==> src/rtl/pipe_control.sv <==
// Decode and hazard control for a three-stage EX/MEM/WB pipeline. Generates per-stage control
// words and stalls on load-use and multiplier-occupancy hazards.
module pipe_control #(
  parameter int unsigned REG_ADDR_W = 5,
  parameter int unsigned MUL_LAT    = 2,
  parameter int unsigned CNT_W      = 8,
  localparam int unsigned CW        = 9 + 3 * REG_ADDR_W
) (
  input  logic             clk,
  input  logic             rst,
  input  logic             instr_valid,
  input  logic [31:0]      instruction,
  output logic             instr_ready,
  output logic [CW-1:0]    ctrl_ex,
  output logic             valid_ex,
  output logic [CW-1:0]    ctrl_mem,
  output logic             valid_mem,
  output logic [CW-1:0]    ctrl_wb,
  output logic             valid_wb,
  output logic             illegal,
  output logic [CNT_W-1:0] illegal_cnt
);

  localparam int unsigned A      = REG_ADDR_W;
  localparam int unsigned BUSY_W = (MUL_LAT > 1) ? $clog2(MUL_LAT) : 1;
  localparam int unsigned RW_B   = CW - 1;
  localparam int unsigned MWB_B  = 3 * A + 2;

  logic [5:0]        w_opcode;
  logic [4:0]        w_shamt;
  logic [5:0]        w_funct;
  logic [A-1:0]      w_rs, w_rt, w_rd_field, w_rd;
  logic              w_rw, w_eo, w_mai, w_mao, w_mwb, w_wr, w_hab;
  logic [1:0]        w_alu;
  logic              w_legal, w_is_mul, w_rtype, w_sw;
  logic [CW-1:0]     w_word;
  logic              w_load_use, w_mul_haz, w_stall, w_accept;

  logic [CW-1:0]     r_ctrl_ex, r_ctrl_mem, r_ctrl_wb;
  logic              r_valid_ex, r_valid_mem, r_valid_wb;
  logic              r_illegal;
  logic [CNT_W-1:0]  r_illegal_cnt;
  logic [BUSY_W-1:0] r_mul_busy;

  assign w_opcode   = instruction[31:26];
  assign w_shamt    = instruction[10:6];
  assign w_funct    = instruction[5:0];
  assign w_rs       = A'(instruction[25:21]);
  assign w_rt       = A'(instruction[20:16]);
  assign w_rd_field = A'(instruction[15:11]);
  assign w_rtype    = (w_opcode == 6'd7) && (w_shamt == 5'd10);
  assign w_sw       = (w_opcode == 6'd9);

  always_comb begin
    w_rw     = 1'b0;
    w_alu    = 2'd0;
    w_eo     = 1'b0;
    w_mai    = 1'b0;
    w_mao    = 1'b0;
    w_mwb    = 1'b0;
    w_wr     = 1'b0;
    w_hab    = 1'b0;
    w_rd     = '0;
    w_legal  = 1'b0;
    w_is_mul = 1'b0;
    case (w_opcode)
      6'd8: begin
        w_legal = 1'b1;
        w_rw    = 1'b1;
        w_eo    = 1'b1;
        w_mai   = 1'b1;
        w_mao   = 1'b1;
        w_mwb   = 1'b1;
        w_rd    = w_rt;
      end
      6'd9: begin
        w_legal = 1'b1;
        w_eo    = 1'b1;
        w_mai   = 1'b1;
        w_mao   = 1'b1;
        w_mwb   = 1'b1;
        w_wr    = 1'b1;
      end
      6'd7: begin
        if (w_rtype) begin
          case (w_funct)
            6'd32, 6'd34, 6'd36, 6'd37: begin
              w_legal = 1'b1;
              w_rw    = 1'b1;
              w_mao   = 1'b1;
              w_rd    = w_rd_field;
              w_alu   = (w_funct == 6'd32) ? 2'd0 :
                        (w_funct == 6'd34) ? 2'd1 :
                        (w_funct == 6'd36) ? 2'd2 : 2'd3;
            end
            6'd50: begin
              w_legal  = 1'b1;
              w_is_mul = 1'b1;
              w_rw     = 1'b1;
              w_hab    = 1'b1;
              w_rd     = w_rd_field;
            end
            default: ;
          endcase
        end
      end
      default: ;
    endcase
  end

  assign w_word = {w_rw, w_alu, w_eo, w_mai, w_mao, w_mwb, w_wr, w_hab, w_rs, w_rt, w_rd};

  // Only a load (MUX_WB && RW) in EX can produce a value not yet available to the next decode
  assign w_load_use = r_valid_ex && r_ctrl_ex[MWB_B] && r_ctrl_ex[RW_B] &&
                      (r_ctrl_ex[A-1:0] != '0) &&
                      ((r_ctrl_ex[A-1:0] == w_rs) ||
                       ((r_ctrl_ex[A-1:0] == w_rt) && (w_rtype || w_sw)));
  assign w_mul_haz  = w_is_mul && (r_mul_busy != '0);
  assign w_stall    = instr_valid && (w_load_use || w_mul_haz);
  assign w_accept   = instr_valid && !w_stall;

  always_ff @(posedge clk or posedge rst) begin
    if (rst) begin
      r_ctrl_ex   <= '0;
      r_ctrl_mem  <= '0;
      r_ctrl_wb   <= '0;
      r_valid_ex  <= 1'b0;
      r_valid_mem <= 1'b0;
      r_valid_wb  <= 1'b0;
    end else begin
      r_ctrl_wb   <= r_ctrl_mem;
      r_valid_wb  <= r_valid_mem;
      r_ctrl_mem  <= r_ctrl_ex;
      r_valid_mem <= r_valid_ex;
      if (w_accept && w_legal) begin
        r_ctrl_ex  <= w_word;
        r_valid_ex <= 1'b1;
      end else begin
        r_ctrl_ex  <= '0;
        r_valid_ex <= 1'b0;
      end
    end
  end

  always_ff @(posedge clk or posedge rst) begin
    if (rst) begin
      r_illegal     <= 1'b0;
      r_illegal_cnt <= '0;
      r_mul_busy    <= '0;
    end else begin
      r_illegal <= w_accept && !w_legal;
      if (w_accept && !w_legal && (r_illegal_cnt != '1)) begin
        r_illegal_cnt <= r_illegal_cnt + CNT_W'(1);
      end
      if (w_accept && w_is_mul) begin
        r_mul_busy <= BUSY_W'(MUL_LAT - 1);
      end else if (r_mul_busy != '0) begin
        r_mul_busy <= r_mul_busy - BUSY_W'(1);
      end
    end
  end

  assign instr_ready = !w_stall;
  assign ctrl_ex     = r_ctrl_ex;
  assign valid_ex    = r_valid_ex;
  assign ctrl_mem    = r_ctrl_mem;
  assign valid_mem   = r_valid_mem;
  assign ctrl_wb     = r_ctrl_wb;
  assign valid_wb    = r_valid_wb;
  assign illegal     = r_illegal;
  assign illegal_cnt = r_illegal_cnt;

endmodule

==> config.mk <==
export PLATFORM = sky130hd
export DESIGN_NAME = pipe_control
export DESIGN_NICKNAME = d
export VERILOG_FILES = /design/src/rtl/pipe_control.sv
export SDC_FILE = /design/constraint.sdc
export NUM_CORES = 1
export LEC_CHECK = 0
export BUFFER_PORTS_ARGS = -buffer_cell sky130_fd_sc_hd__buf_2
export CAP_MARGIN = 20
export CORE_ASPECT_RATIO = 0.7
export CORE_MARGIN = 4
export CORE_UTILIZATION = 25
export DETAILED_ROUTE_END_ITERATION = 6
export PLACE_DENSITY = 0.49
export SYNTH_ARGS = -nofsm -noshare
export SYNTH_HDL_FRONTEND = slang
export SYNTH_SLANG_ARGS = --single-unit
==> constraint.sdc <==
create_clock -name clk -period 3.1 [get_ports clk]
set_input_delay 0.155 -clock clk [delete_from_list [all_inputs] [get_ports clk]]
set_output_delay 0.155 -clock clk [all_outputs]
set_load 0.05 [all_outputs]
Yosys cells after proc, flatten, opt, wreduce, memory -nomap -nowiden
Cells that the tools add are included.
{ "classes": {"eq_ne": 12, "muxes": 25, "reduce_logical": 22, "addsub": 2} }
{ "op_table": {"columns": ["cell", "n"], "rows": [
  ["$eq A6 B6 Y1 const B", 5],
  ["$mux W24", 1],
  ["$logic_and A1 B1 Y1", 13],
  ["$mux W1", 13],
  ["$eq A6 B4 Y1 const B", 2],
  ["$eq A5 B5 Y1", 2],
  ["$mux W2", 5],
  ["$mux W5", 2],
  ["$pmux W5 S2", 1],
  ["$add A8 B1 Y8 const B", 1],
  ["$ne A8 B8 Y1 const B", 1],
  ["$eq A6 B3 Y1 const B", 1],
  ["$pmux W1 S2", 3],
  ["$eq A5 B4 Y1 const B", 1],
  ["$reduce_bool A5 Y1", 1],
  ["$reduce_or A5 Y1", 1],
  ["$reduce_or A4 Y1", 1],
  ["$logic_or A1 B1 Y1", 3],
  ["$logic_not A1 Y1", 2],
  ["$reduce_or A2 Y1", 1],
  ["$sub A1 B1 Y1 const B", 1]
]} }
{ "totals": {"output_inout_bits": 85, "elab_cells": 70, "regBits": 85, "inputBits": 35} }

Depth between registers and ports, before layout
Gate-level depths: netlist (run 1).
{ "logic_depth": {"depth_word": 12, "mapped_depth": 7, "mapped_depth_nobuf": 6} }

Least setup slack after synthesis (run 1)
Ideal clock, no wire load.
{ "synth_path": {"path_kind": "register to output", "from": "register r_ctrl_ex[1], in the netlist ctrl_ex[1]", "to": "output instr_ready", "path_stages_with_launch": 5, "arrival_time_ns": 2.585, "path_slack_ns": 0.360, "path_buffers": 0, "path_cell_list": "dfrtp_1 > or4_4 > o21ai_0 > o21ai_0 > o21ai_0"} }
{ "synth_between": {"elab_chain_cells": 7, "elab_cells_between_ends": 10, "cone_classes": "eq/ne: 2; reduce/logical: 8"} }
{ "synth_lines": {"columns": ["item", "line", "source"], "rows": [
  ["start, declared", "39", "logic [CW-1:0] r_ctrl_ex, r_ctrl_mem, r_ctrl_wb;"],
  ["start signal, assigned", "136", "r_ctrl_ex <= w_word;"],
  ["$eq A5 B5 Y1", "117", "((r_ctrl_ex[A-1:0] == w_rt) && (w_rtype || w_sw)));"],
  ["$logic_and A1 B1 Y1", "117", null],
  ["$logic_or A1 B1 Y1", "116", "((r_ctrl_ex[A-1:0] == w_rs) ||"],
  ["$logic_and A1 B1 Y1 *", "115", "(r_ctrl_ex[A-1:0] != '0) &&"],
  ["$logic_or A1 B1 Y1 *", "119", "assign w_stall = instr_valid && (w_load_use || w_mul_haz);"],
  ["$logic_and A1 B1 Y1 *", "119", null],
  ["$logic_not A1 Y1 *", "163", "assign instr_ready = !w_stall;"],
  ["end, declared", "13", "output logic instr_ready,"]
]} }
Mark *: on every way between the ends. The rest lies on a longest branch, timed or not.

Worst setup path after layout (run 1)
{ "layout_path": {"from": "register r_ctrl_ex[1], in the netlist ctrl_ex[1]", "to": "register r_illegal_cnt[6], in the netlist illegal_cnt[6]"} }
{ "layout_between": {"elab_chain_cells": 10, "elab_cells_between_ends": 13, "cone_classes": "eq/ne: 2; reduce/logical: 11"} }
{ "layout_lines": {"columns": ["item", "line", "source"], "rows": [
  ["$eq A5 B5 Y1", "117", null],
  ["$logic_and A1 B1 Y1", "117", null],
  ["$logic_or A1 B1 Y1", "116", null],
  ["$logic_and A1 B1 Y1 *", "115", null],
  ["$logic_or A1 B1 Y1 *", "119", null],
  ["$logic_and A1 B1 Y1 *", "119", null],
  ["$logic_not A1 Y1 *", "120", "assign w_accept = instr_valid && !w_stall;"],
  ["$logic_and A1 B1 Y1 *", "120", null],
  ["$logic_and A1 B1 Y1 * (2 in a row)", "152", "if (w_accept && !w_legal && (r_illegal_cnt != '1)) begin"],
  ["end signal, assigned", "153", "r_illegal_cnt <= r_illegal_cnt + CNT_W'(1);"],
  ["end, declared", "42", "logic [CNT_W-1:0] r_illegal_cnt;"]
]} }
Marks and branches as above.
A chain may end at the register's enable or synchronous reset.

==> results of run 1 <==
-- through the flow --
stage	hold WS (ns)	power (uW)	util	cell area (um^2)
after floorplan	0.225	1500	-	2800
after global placement	0.352	1640	0.323	3540
after detailed placement	0.352	1640	0.323	3540
after CTS	0.0327	2700	0.351	3850
after global routing	0.0447	2790	0.351	3850
final	0.0468	2660	0.351	3850
-- power groups by stage --
stage                     clock network (uW)  registers (uW)  logic (uW)
after floorplan                            0            1350         153
after global placement                     0            1170         464
after detailed placement                   0            1170         466
after CTS                               1070            1150         469
after global routing                    1120            1170         497
final                                   1040            1150         462
-- critical path: stages, from the launching register on --
cell and delay (ns):
dfrtp_1 0.46, or4_4 0.58, o211a_1 0.23, a32oi_2 0.26, nand3_1 0.21, nor4_1 0.34
mux2i_1 0.23
-- logic make-up after synthesis --
family | Yosys count | synth area share
compound gates | 19 | 0.0559
simple gates | 74 | 0.145
flops | 79 | 0.707
buf+inv | 10 | 0.0224
fa+ha+maj | 1 | 0.00447
xor+xnor | 15 | 0.0470
mux | 4 | 0.0179
-- worst paths after layout --
| kind | startpoint | slack (ns) | to |
|---|---|---|---|
| hold reg to reg | ctrl_mem[23] | 0.37 | ctrl_wb[23] |
| min in group asynchronous | rst | 0.51 | ctrl_wb[0] |
| setup reg to reg | ctrl_ex[1] | 0.70 | illegal_cnt[6] |
| setup / recovery | ctrl_ex[1] | 0.70 | illegal_cnt[6] |
| max in group asynchronous | rst | 1.67 | ctrl_ex[20] |
| hold / removal | instruction[1] | 0.05 | ctrl_ex[22] |
-- routing by layer --
| layer | global-route usage | routed length (um) |
|---|---|---|
| met1 | 0.150 | 3350 |
| met5 | 0 | 0 |
| met2 | 0.167 | 2980 |
| met3 | 0.0492 | 643 |
| met4 | 0.0398 | 110 |
-- cell type report --
cell class	instances	area share
Sequential cell	79	0.513
Multi-Input combinational cell	113	0.197
Timing Repair Buffer	122	0.161
Clock buffer	10	0.0621
Tap cell	153	0.0497
Clock inverter	5	0.0149
Inverter	2	0.00227
-- what timing repair did --
item / in CTS / in global routing
hold buffers: 1 / 0
hold endpoints to repair: 29 / 0
endpoints found under the setup margin: 0 / 0
buffers inserted: 0 / 0
-- sequential cells by signal (all words and copies together), names as in the netlist --
signal and cells:
valid_ex 1, ctrl_ex 22, illegal_cnt 8, ctrl_mem 22, ctrl_wb 22, illegal 1, r_mul_busy 1, valid_mem 1
valid_wb 1
-- cell usage after synthesis, drive strengths merged, types with 2 or more instances --
cell / instances
a21oi: 2
o211ai: 2
and4: 3
nor2: 18
nand3: 10
nand4: 5
mux2i: 2
a22oi: 5
inv: 2
buf: 8
xnor2: 10
o21ai: 4
nand2: 11
xor2: 5
nor2b: 3
mux2: 2
and3: 2
and2: 12
dfrtp: 79
nor3: 3
-- cell usage in the layout (no fill, tap or decap), types with 2 or more instances in the layout --
| cell | synthesis | final |
|---|---|---|
| nand2_1 | 11 | 11 |
| a21oi_1 | 2 | 2 |
| and2_1 | 12 | 12 |
| o21ai_0 | 4 | 4 |
| nor2b_1 | 3 | 3 |
| buf_4 | 6 | 2 |
| nand3_1 | 9 | 9 |
| nand4_1 | 5 | 5 |
| clkbuf_16 | 0 | 9 |
| nor2_1 | 18 | 18 |
| mux2i_1 | 2 | 2 |
| nor3_1 | 3 | 3 |
| xor2_1 | 5 | 5 |
| and4_1 | 2 | 2 |
| mux2_4 | 2 | 2 |
| a22oi_1 | 5 | 5 |
| xnor2_1 | 10 | 10 |
| dfrtp_1 | 79 | 79 |
| buf_2 | 2 | 119 |
| clkinv_2 | 0 | 3 |
==> summary.txt, run 1 <==
Detailed routing
  • DRT iter0 DRCs: 38
  • Routed len/inst: ~15 um
  • DRC errors left: 0
  • Routed Antenna Nets: 0
  • Detailed-route wire length: 7080 um
  • Via-per-instance ratio: about 4.1
  • Routed via count: between 1500 and 2000
  • Pre-antenna DRT Iters: 4

GRT
  • Total GRT Usage: 0.113
  • Vias in the first global route: between 2000 and 2500
  • First-pass GRT wire length: 11000 um
  • Total congestion overflow: 0
  • Antenna violations before repair: 0
  • Largest net degree at the start of global routing: 51

Power and ir drop
  • Clock network fraction of total power: 0.392
  • Combinational share of power: 0.174
  • Peak supply drop: just under 400 uV
  • Total power divided by cell area: just under 700 nW/um^2
  • Leakage power: ~0.0021 uW
  • Total internal power: roughly 1900 uW
  • Switching power: around 790 uW
  • Sequential fraction of design power: 0.434
  • Net Sw Frac: 0.298

Logic synthesis
  • Async SR Flop Fraction: 1.00
  • Synth Register Bits: 79
  • Area share of the largest cell type after synthesis: 0.707
  • Yosys warns: 0
  • Synthesized instance count: 202
  • Sequential area share after synthesis: 0.707
  • Mapped Area: approximately 2800 um^2
  • Synth unique cells: 39
  • Top cell type by total area after synthesis: dfrtp_1
  • Top cells by area, synth: dfrtp_1, xnor2_1, and2_1
  • Synth Flop Type: dfrtp_1
  • EDFF count, synth: 0
  • Mean post-synth cell area: approximately 14 um^2
  • Net count after synthesis: roughly 240

Job
  • Max Cap Violations: 0

Setup path
  • Data arrival time of the worst path: about 2.7 ns
  • Worst r2r path cells: 6
  • Worst Path Max Fanout: 5
  • Worst path required time: about 3.4 ns
  • Crit path launch type: register
  • CP endpoint kind: register
  • Setup Crit Path Kind: reg2reg

Floorplanning
  • Top-level port count: between 100 and 150
  • Chip height: just under 100 um
  • Core box area: ~11000 um^2
  • Chip Width: between 100 and 150 um
  • Initial Utilization: 0.255
  • Die area: roughly 13000 um^2
  • Row Count: 32

Place
  • Dpl hpwl: around 5400 um
  • PortBufs: about 120
  • Final GP Congestion: ~0.8
  • Dpl ws: ~0.68 ns
  • Cells after DPL: 468

Layout
  • Register area: approximately 2000 um^2
  • FILL cells: roughly 1100
  • Area Growth Syn to Fin: 37.7%
  • Multi-input combinational cell area: roughly 760 um^2
  • Nets: about 360
  • Layout Cells excl Fill: 484
  • Fraction of layout cells with a size suffix above 1: 0.438
  • Antenna cells: 0

Timing
  • Final WS setup: ~0.70 ns
  • Final hold violations: 0
  • Worst slew pin tran: 0.832 ns
  • Final-report setup violation count: 0
  • Slew HR: 0.445
  • Count of pins over their slew limit: 0
  • Setup Skew: between 0.006 and 0.007 ns
  • Final min period: between 2 and 2.5 ns
  • Setup TNS: 0 ns
  • Fmax: around 420 MHz
  • Final period util: 0.773
  • RSZ-0062 raised after global routing: no

Status
  • Status: finished, final reports clean

Clock tree
  • Post_cts resized: 0
  • CTS tree: yes
  • Sink Count: 79
  • Worst-skew pair later-pin latency: 0.33 ns
  • Worst-path clk slew: 0.06 ns
  • Root buf cell: clkbuf_16
  • Total CTS buffers: 9
  • Clock Path Buffers: 2
  • H-tree lvl count: 3

Worst hold path
  • Hold Path Class: in2reg
  • Min-Delay Path Depth: 2
No activity file was read; power rests on OpenSTA's default activity.
==> run 2: changes to the inputs <==
--- a/config.mk
+++ b/config.mk
@@ -5,13 +5,14 @@
 export SDC_FILE = /design/constraint.sdc
 export NUM_CORES = 1
 export LEC_CHECK = 0
+export ABC_AREA = 1
 export BUFFER_PORTS_ARGS = -buffer_cell sky130_fd_sc_hd__buf_2
 export CAP_MARGIN = 20
 export CORE_ASPECT_RATIO = 0.7
 export CORE_MARGIN = 4
 export CORE_UTILIZATION = 25
 export DETAILED_ROUTE_END_ITERATION = 6
-export PLACE_DENSITY = 0.49
+export PLACE_DENSITY = 0.5
 export SYNTH_ARGS = -nofsm -noshare
 export SYNTH_HDL_FRONTEND = slang
 export SYNTH_SLANG_ARGS = --single-unit
==> constraint.sdc (replaced) <==
create_clock -name clk -period 2.1 [get_ports clk]
set_input_delay 0.105 -clock clk [delete_from_list [all_inputs] [get_ports clk]]
set_output_delay 0.105 -clock clk [all_outputs]
set_load 0.05 [all_outputs]
==> summary.txt, run 2 <==
Clock tree
  • Total CTS buffers: 9 (unchanged)
  • Sink Count: 79 (unchanged)
  • Clock Path Buffers: 2 (unchanged)
  • Setup bufs post-CTS: 0 (unchanged)
  • H-tree lvl count: 3 (unchanged)
  • Root buf cell: clkbuf_16 (unchanged)
  • Worst-path clk slew: 0.06 ns (about the same)
  • Worst-skew pair later-pin latency: 0.34 ns (was 0.33 ns)
  • CTS tree: yes (unchanged)

Floorplanning
  • Chip Width: 140 um (was 134 um)
  • Top-level port count: 120 (unchanged)
  • Chip height: 101 um (was 96.5 um)
  • Initial Utilization: 0.259 (was 0.255)
  • Row Count: 33 (was 32)
  • Die area: 14100 um^2 (was 13000 um^2)
  • Core box area: 11900 um^2 (was 11000 um^2)

Layout
  • Design area: 4290 um^2 (was 3850 um^2)
  • Nets: 454 (was 363)
  • Register area: 1980 um^2 (about the same)
  • FILL cells: 1220 (was 1145)
  • Most common cell after layout, fill and taps aside: buf_2 (unchanged)
  • Highest-count cells in the layout ignoring fill and taps: buf_2, dfrtp_1, nand2_1 (was buf_2, dfrtp_1, nor2_1)
  • Fraction of layout cells with a size suffix above 1: 0.388 (was 0.438)
  • Area Growth Syn to Fin: 39.7% (was 37.7%)
  • Multi-input combinational cell area: 876 um^2 (was 757 um^2)
  • Antenna cells: 0 (unchanged)

Timing
  • Final hold violations: 0 (unchanged)
  • Count of pins over their slew limit: 0 (unchanged)
  • Fmax: a little over 500 MHz
  • Worst slew pin tran: 0.652 ns (was 0.832 ns)
  • Setup Skew: 0.00603 ns (was 0.00695 ns)
  • RSZ-0062 raised after global routing: no (unchanged)
  • Final-report setup violation count: 0 (unchanged)
  • Final period util: 0.937
  • Setup TNS: 0 ns (unchanged)
  • Slew HR: 0.564 (was 0.445)
  • Final min period: roughly 2 ns

Logic synthesis
  • Most frequent cells after synthesis: dfrtp_1, nand2_1, inv_1 (was dfrtp_1, nor2_1, and2_1)
  • Top cell type by total area after synthesis: dfrtp_1 (unchanged)
  • Mean post-synth cell area: 11.0 um^2 (was 13.8 um^2)
  • Synth Register Bits: 79 (unchanged)
  • EDFF count, synth: 0 (unchanged)
  • Net count after synthesis: 316 (was 238)
  • Area share of the largest cell type after synthesis: 0.645 (was 0.707)
  • Async SR Flop Fraction: 1.00 (unchanged)
  • Mapped Area: 3070 um^2 (was 2800 um^2)
  • Synth unique cells: 26 (was 39)
  • Yosys warns: 0 (unchanged)
  • Count leader, synth: dfrtp_1 (unchanged)
  • Top cells by area, synth: dfrtp_1, nand2_1, inv_1 (was dfrtp_1, xnor2_1, and2_1)
  • Synthesized instance count: 280 (was 202)
  • Sequential area share after synthesis: 0.645 (was 0.707)
  • Synth Flop Type: dfrtp_1 (unchanged)

GRT
  • Total GRT Usage: 0.119 (was 0.113)
  • Largest net degree at the start of global routing: 30 (was 51)
  • First-pass GRT wire length: 12800 um (was 11000 um)
  • Vias in the first global route: 2408 (was 2093)
  • Total congestion overflow: 0 (unchanged)
  • Antenna violations before repair: 0 (unchanged)

Setup path
  • Worst Path Max Fanout: 5 (unchanged)
  • Bufs and invs on worst path: 2 (was 0)
  • Data arrival time of the worst path: 1.86 ns (was 2.65 ns)
  • Crit path launch type: register (unchanged)
  • Most used cell, CP: nand2_1
  • Worst R2R Setup Slack: 0.35 ns (was 0.70 ns)
  • Setup Crit Path Kind: reg2out (was reg2reg)
  • Worst path required time: 2.00 ns (was 3.35 ns)
  • Max incr delay on CP: 0.45 ns (was 0.58 ns)
  • Cell breakdown of the critical path: inv_1 > nand2_1 > a21oi_1 > nand3_1 > nand2_1 > nand2_2 > nand2_1 > nand2_1 > buf_2 (was or4_4 > o211a_1 > a32oi_2 > nand3_1 > nor4_1 > mux2i_1)
  • Slowest cell on the critical path: dfrtp_1 (was or4_4)
  • Top delay family on crit path: simple AND/OR/NAND/NOR gates (unchanged)
  • CP endpoint kind: output port (was register)

Job
  • Max Cap Violations: 0 (unchanged)

Worst hold path
  • Hold Path Class: in2reg (unchanged)

Status
  • Status: finished, final reports clean (unchanged)

Place
  • Final GP Congestion: 0.744 (was 0.788)
  • Dpl hpwl: 6140 um (was 5410 um)
  • DP Area: 3850 um^2 (was 3540 um^2)
  • PortBufs: 119 (unchanged)

Detailed routing
  • DRT iter0 DRCs: 100 (was 38)
  • DRC errors left: 0 (unchanged)
  • Detailed-route wire length: 7970 um (was 7080 um)
  • Routed len/inst: 13.7 um (was 14.6 um)
  • Pre-antenna DRT Iters: 4 (unchanged)
  • Via-per-instance ratio: 4.04 (was 4.07)
  • Routed via count: 2342 (was 1968)
  • Routed Antenna Nets: 0 (unchanged)

Power and ir drop
  • Pwr Total: 3870 uW (was 2660 uW)
  • Total power divided by cell area: 903 nW/um^2 (was 690 nW/um^2)
  • Peak supply drop: 370 uV (was 394 uV)
  • Leakage power: 0.00249 uW (was 0.00212 uW)
[run 2: changes by cell type in the layout (fill, tap and decap cells not counted), sizes merged, moves of 3 or more]
cell	delta
inv	+41
nand2	+38
nor2	+23
nand3	+18
and2	-12
dlygate4sd3	+12
o21bai	+8
xnor2	-6
a22oi	-5
nand4	+4
o21ai	-4
and4	-3
nor2b	-3
[run 2: layout make-up]
| class | count | share of cell area |
|---|---|---|
| Clock buffer | 9 | 0.0526 |
| Clock inverter | 7 | 0.0187 |
| Inverter | 42 | 0.0377 |
| Multi-Input combinational cell | 152 | 0.204 |
| Sequential cell | 79 | 0.462 |
| Tap cell | 157 | 0.0458 |
| Timing Repair Buffer | 134 | 0.179 |
[run 2: worst paths after layout]
check / start / end / depth (start not counted)
worst min-delay path: instruction[24] / ctrl_ex[13] / 3
worst min register to register: ctrl_mem[23] / ctrl_wb[23] / 0
worst max-delay path: ctrl_ex[1] / instr_ready / 9
worst max register to register: illegal_cnt[4] / illegal_cnt[4] / 7
min in group asynchronous: rst / ctrl_wb[4] / 3
max in group asynchronous: rst / ctrl_ex[4] / 4
[run 2: cell families after synthesis]
group / share of synthesized area
flops: 0.645
fa+ha+maj: 0.00408
buf+inv: 0.0698
compound gates: 0.0269
xor+xnor: 0.0228
simple gates: 0.232
[run 2: report_power, final]
group / switching (uW) / internal [uW]
Clock: 648 / 934
Sequential: 62.8 / 1590
Combinational: 450 / 188
[run 2: tightest hold or removal path, delay by kind of cell]
family | cells | cell delay (ns)
simple gates | 1 | 0.05
buf+inv | 2 | 0.17
[run 2: metrics by stage]
step	std cells	utilization	hold slack (ns)	setup slack, ns
finish	580	0.362	0.0168	0.133
global route	580	0.362	0.00725	0.0137
CTS	580	0.361	0.00111	0.0778
detailed placement	551	0.325	0.234	0.322
global placement	551	0.325	0.230	0.387
floorplan	280	-	0.211	0.282
[run 2: layer usage]
metal | up-vias | track usage | part of all wire
li1 | 1155 | - | -
met1 | 1099 | 0.154 | 0.45
met2 | 78 | 0.180 | 0.45
met3 | 10 | 0.0484 | 0.083
met4 | 0 | 0.0469 | 0.016
met5 | - | 0 | 0
[run 2: timing repair]
action | in CTS | in global routing
hold buffers | 13 | 0
hold endpoints to repair | 36 | 0
gates resized for setup | 0 | 3
setup endpoints to repair | 0 | 1
==> run 3: changes to the inputs <==
--- a/config.mk
+++ b/config.mk
@@ -8,7 +8,6 @@
 export ABC_AREA = 1
 export BUFFER_PORTS_ARGS = -buffer_cell sky130_fd_sc_hd__buf_2
 export CAP_MARGIN = 20
-export CORE_ASPECT_RATIO = 0.7
 export CORE_MARGIN = 4
 export CORE_UTILIZATION = 25
 export DETAILED_ROUTE_END_ITERATION = 6
==> summary.txt, run 3 (same netlist as run 2, synthesis figures left out) <==
Setup path
  • Worst r2r path cells: 9 (was 7)
  • Crit path launch type: register (unchanged)
  • Worst R2R Setup Slack: 0.33 ns (was 0.35 ns)
  • Data arrival time of the worst path: 1.84 ns (was 1.86 ns)
  • Worst path required time: 2.00 ns (about the same)
  • R2r startpoint: ctrl_ex[2] (was illegal_cnt[4])
  • Setup Crit Path Kind: reg2out (unchanged)
  • Worst Path Max Fanout: 5 (unchanged)
  • CP endpoint kind: output port (unchanged)
  • Reg2reg end: ctrl_ex[1] (was illegal_cnt[4])

Detailed routing
  • DRC errors left: 0 (unchanged)
  • Pre-antenna DRT Iters: 4 (unchanged)
  • Routed len/inst: 13.6 um (was 13.7 um)
  • Via-per-instance ratio: 4.18 (was 4.04)
  • DRT iter0 DRCs: 155 (was 100)
  • Routed Antenna Nets: 0 (unchanged)
  • Routed via count: 2350 (was 2342)
  • Detailed-route wire length: 7640 um (was 7970 um)

Floorplanning
  • Row Count: 40 (was 33)
  • Initial Utilization: 0.255 (was 0.259)
  • Chip height: 119 um (was 101 um)
  • Die area: 14100 um^2 (about the same)
  • Top-level port count: 120 (unchanged)
  • Chip Width: 119 um (was 140 um)
  • Core box area: 12000 um^2 (was 11900 um^2)

Layout
  • Area Growth Syn to Fin: 35.8% (was 39.7%)
  • Fraction of layout cells with a size suffix above 1: 0.390 (was 0.388)
  • Utilization after layout: 0.347 (was 0.362)
  • Register area: 1980 um^2 (about the same)
  • Nets: 446 (was 454)
  • Antenna cells: 0 (unchanged)
  • Multi-input combinational cell area: 883 um^2 (was 876 um^2)
  • FILL cells: 1225 (was 1220)
  • Most common cell after layout, fill and taps aside: buf_2 (unchanged)
  • Highest-count cells in the layout ignoring fill and taps: buf_2, dfrtp_1, nand2_1 (unchanged)

GRT
  • M2 GR Usage: 0.188 (was 0.180)
  • GR peak layer: met2 (unchanged)
  • Vias in the first global route: 2383 (was 2408)
  • Total GRT Usage: 0.114 (was 0.119)
  • Largest net degree at the start of global routing: 32 (was 30)
  • Met1 Track Usage GR: 0.143 (was 0.154)
  • First-pass GRT wire length: 12700 um (was 12800 um)
  • Total congestion overflow: 0 (unchanged)
  • Met3 Use GR: 0.0321 (was 0.0484)
  • Antenna violations before repair: 0 (unchanged)

Worst hold path
  • Hold EP: ctrl_ex[6] (was ctrl_ex[13])
  • Min-Delay Path Depth: 3 (unchanged)
  • Hold Path Class: in2reg (unchanged)
  • Critical hold path startpoint: instruction[17] (was instruction[24])

Timing
  • Final period util: 0.925 (was 0.937)
  • Slew HR: 0.575 (was 0.564)
  • Setup Skew: 0.00700 ns (was 0.00603 ns)
  • Fmax: 515 MHz (was 508 MHz)
  • Final hold violations: 0 (unchanged)
  • Setup TNS: 0 ns (unchanged)
  • RSZ-0062 raised after global routing: no (unchanged)
  • Final min period: 1.94 ns (was 1.97 ns)
  • Final-report setup violation count: 0 (unchanged)
  • Worst slew pin tran: 0.636 ns (was 0.652 ns)
  • Count of pins over their slew limit: 0 (unchanged)

Clock tree
  • Clock Path Buffers: 2 (unchanged)
  • Root buf cell: clkbuf_16 (unchanged)
  • Setup bufs post-CTS: 0 (unchanged)
  • Worst-path clk slew: 0.06 ns (about the same)
  • Worst-skew pair later-pin latency: 0.34 ns (about the same)
  • H-tree lvl count: 3 (unchanged)
  • Sink Count: 79 (unchanged)
  • Total CTS buffers: 9 (unchanged)
  • CTS tree: yes (unchanged)

Power and ir drop
  • Leakage power: 0.00245 uW (was 0.00249 uW)
  • Peak supply drop: 339 uV (was 370 uV)
  • Total power divided by cell area: 901 nW/um^2 (was 903 nW/um^2)

Place
  • Dpl hpwl: 5970 um (was 6140 um)
  • Final GP Congestion: 0.790 (was 0.744)
  • PortBufs: 119 (unchanged)

Job
  • Max Cap Violations: 0 (unchanged)

Status
  • Status: finished, final reports clean (unchanged)
## run 3: cell types whose count changed in the layout (fill, tap and decap cells not counted), sizes merged
| cell | before | now |
|---|---|---|
| dlygate4sd3 | 13 | 5 |
| inv | 43 | 46 |
| clkinv | 3 | 1 |
| buf | 121 | 120 |
| bufinv | 1 | 0 |
| clkbuf | 9 | 10 |
## run 3: worst max-delay path by stage
stage | from | end | slack [ns] | cells past startpoint
4_1_cts | ctrl_ex[0] | instr_ready | 0.12 | 10
6_report | ctrl_ex[0] | instr_ready | 0.16 | 10
2_1_floorplan | illegal_cnt[4] | illegal_cnt[5] | 0.28 | 9
3_5_place_dp | illegal_cnt[4] | illegal_cnt[2] | 0.38 | 7
3_3_place_gp | illegal_cnt[4] | illegal_cnt[0] | 0.42 | 7
5_1_grt | ctrl_ex[0] | instr_ready | 0.003 | 10
## run 3: area by class of cell
type                            count  area share
Clock buffer                        9      0.0541
Clock inverter                      7      0.0141
Inverter                           42      0.0388
Multi-Input combinational cell    152       0.212
Sequential cell                    79       0.475
Tap cell                          147      0.0442
Timing Repair Buffer              126       0.162
## run 3: worst max-delay path, stage by stage, from the launching register on
cell and delay, ns:
dfrtp_1 0.43, inv_1 0.08, nand2_1 0.09, nand2_1 0.06
a21oi_1 0.14, nand3_1 0.12, nand2_1 0.10, nand2_2 0.11
nand2_1 0.12, nand2_1 0.05, clkbuf_4 0.21
## run 3: power by group
| part | internal [uW] | switching (uW) | total (uW) | leakage, uW |
|---|---|---|---|---|
| logic | 177 | 447 | 624 | 0.00122 |
| registers | 1590 | 58.0 | 1640 | 0.00109 |
| clock network | 823 | 662 | 1490 | 0.000139 |
| total | 2590 | 1170 | 3750 | 0.00245 |
## run 3: timing repair
| action | CTS | global route |
|---|---|---|
| endpoints found under the setup margin | 0 | 1 |
| resized for setup | 0 | 2 |
| hold buffers | 5 | 0 |
| hold endpoints to repair | 30 | 0 |
## run 3: stage by stage
stage	area [um^2]	power [uW]	hold slack (ns)	worst slack, ns	std cells
floorplan	3070	2120	0.211	0.282	280
global placement	3820	2290	0.227	0.418	541
detailed placement	3820	2300	0.229	0.376	541
CTS	4160	3810	0.00749	0.125	562
global route	4170	3930	0.0243	0.00346	562
finish	4170	3750	0.0218	0.158	562
## run 3: metal layers
metal  share of wire  vias to the layer above
met2            0.49                       83
met3           0.058                       11
met1            0.43                     1116
met5               0                        -
li1                -                     1140
met4           0.015                        0
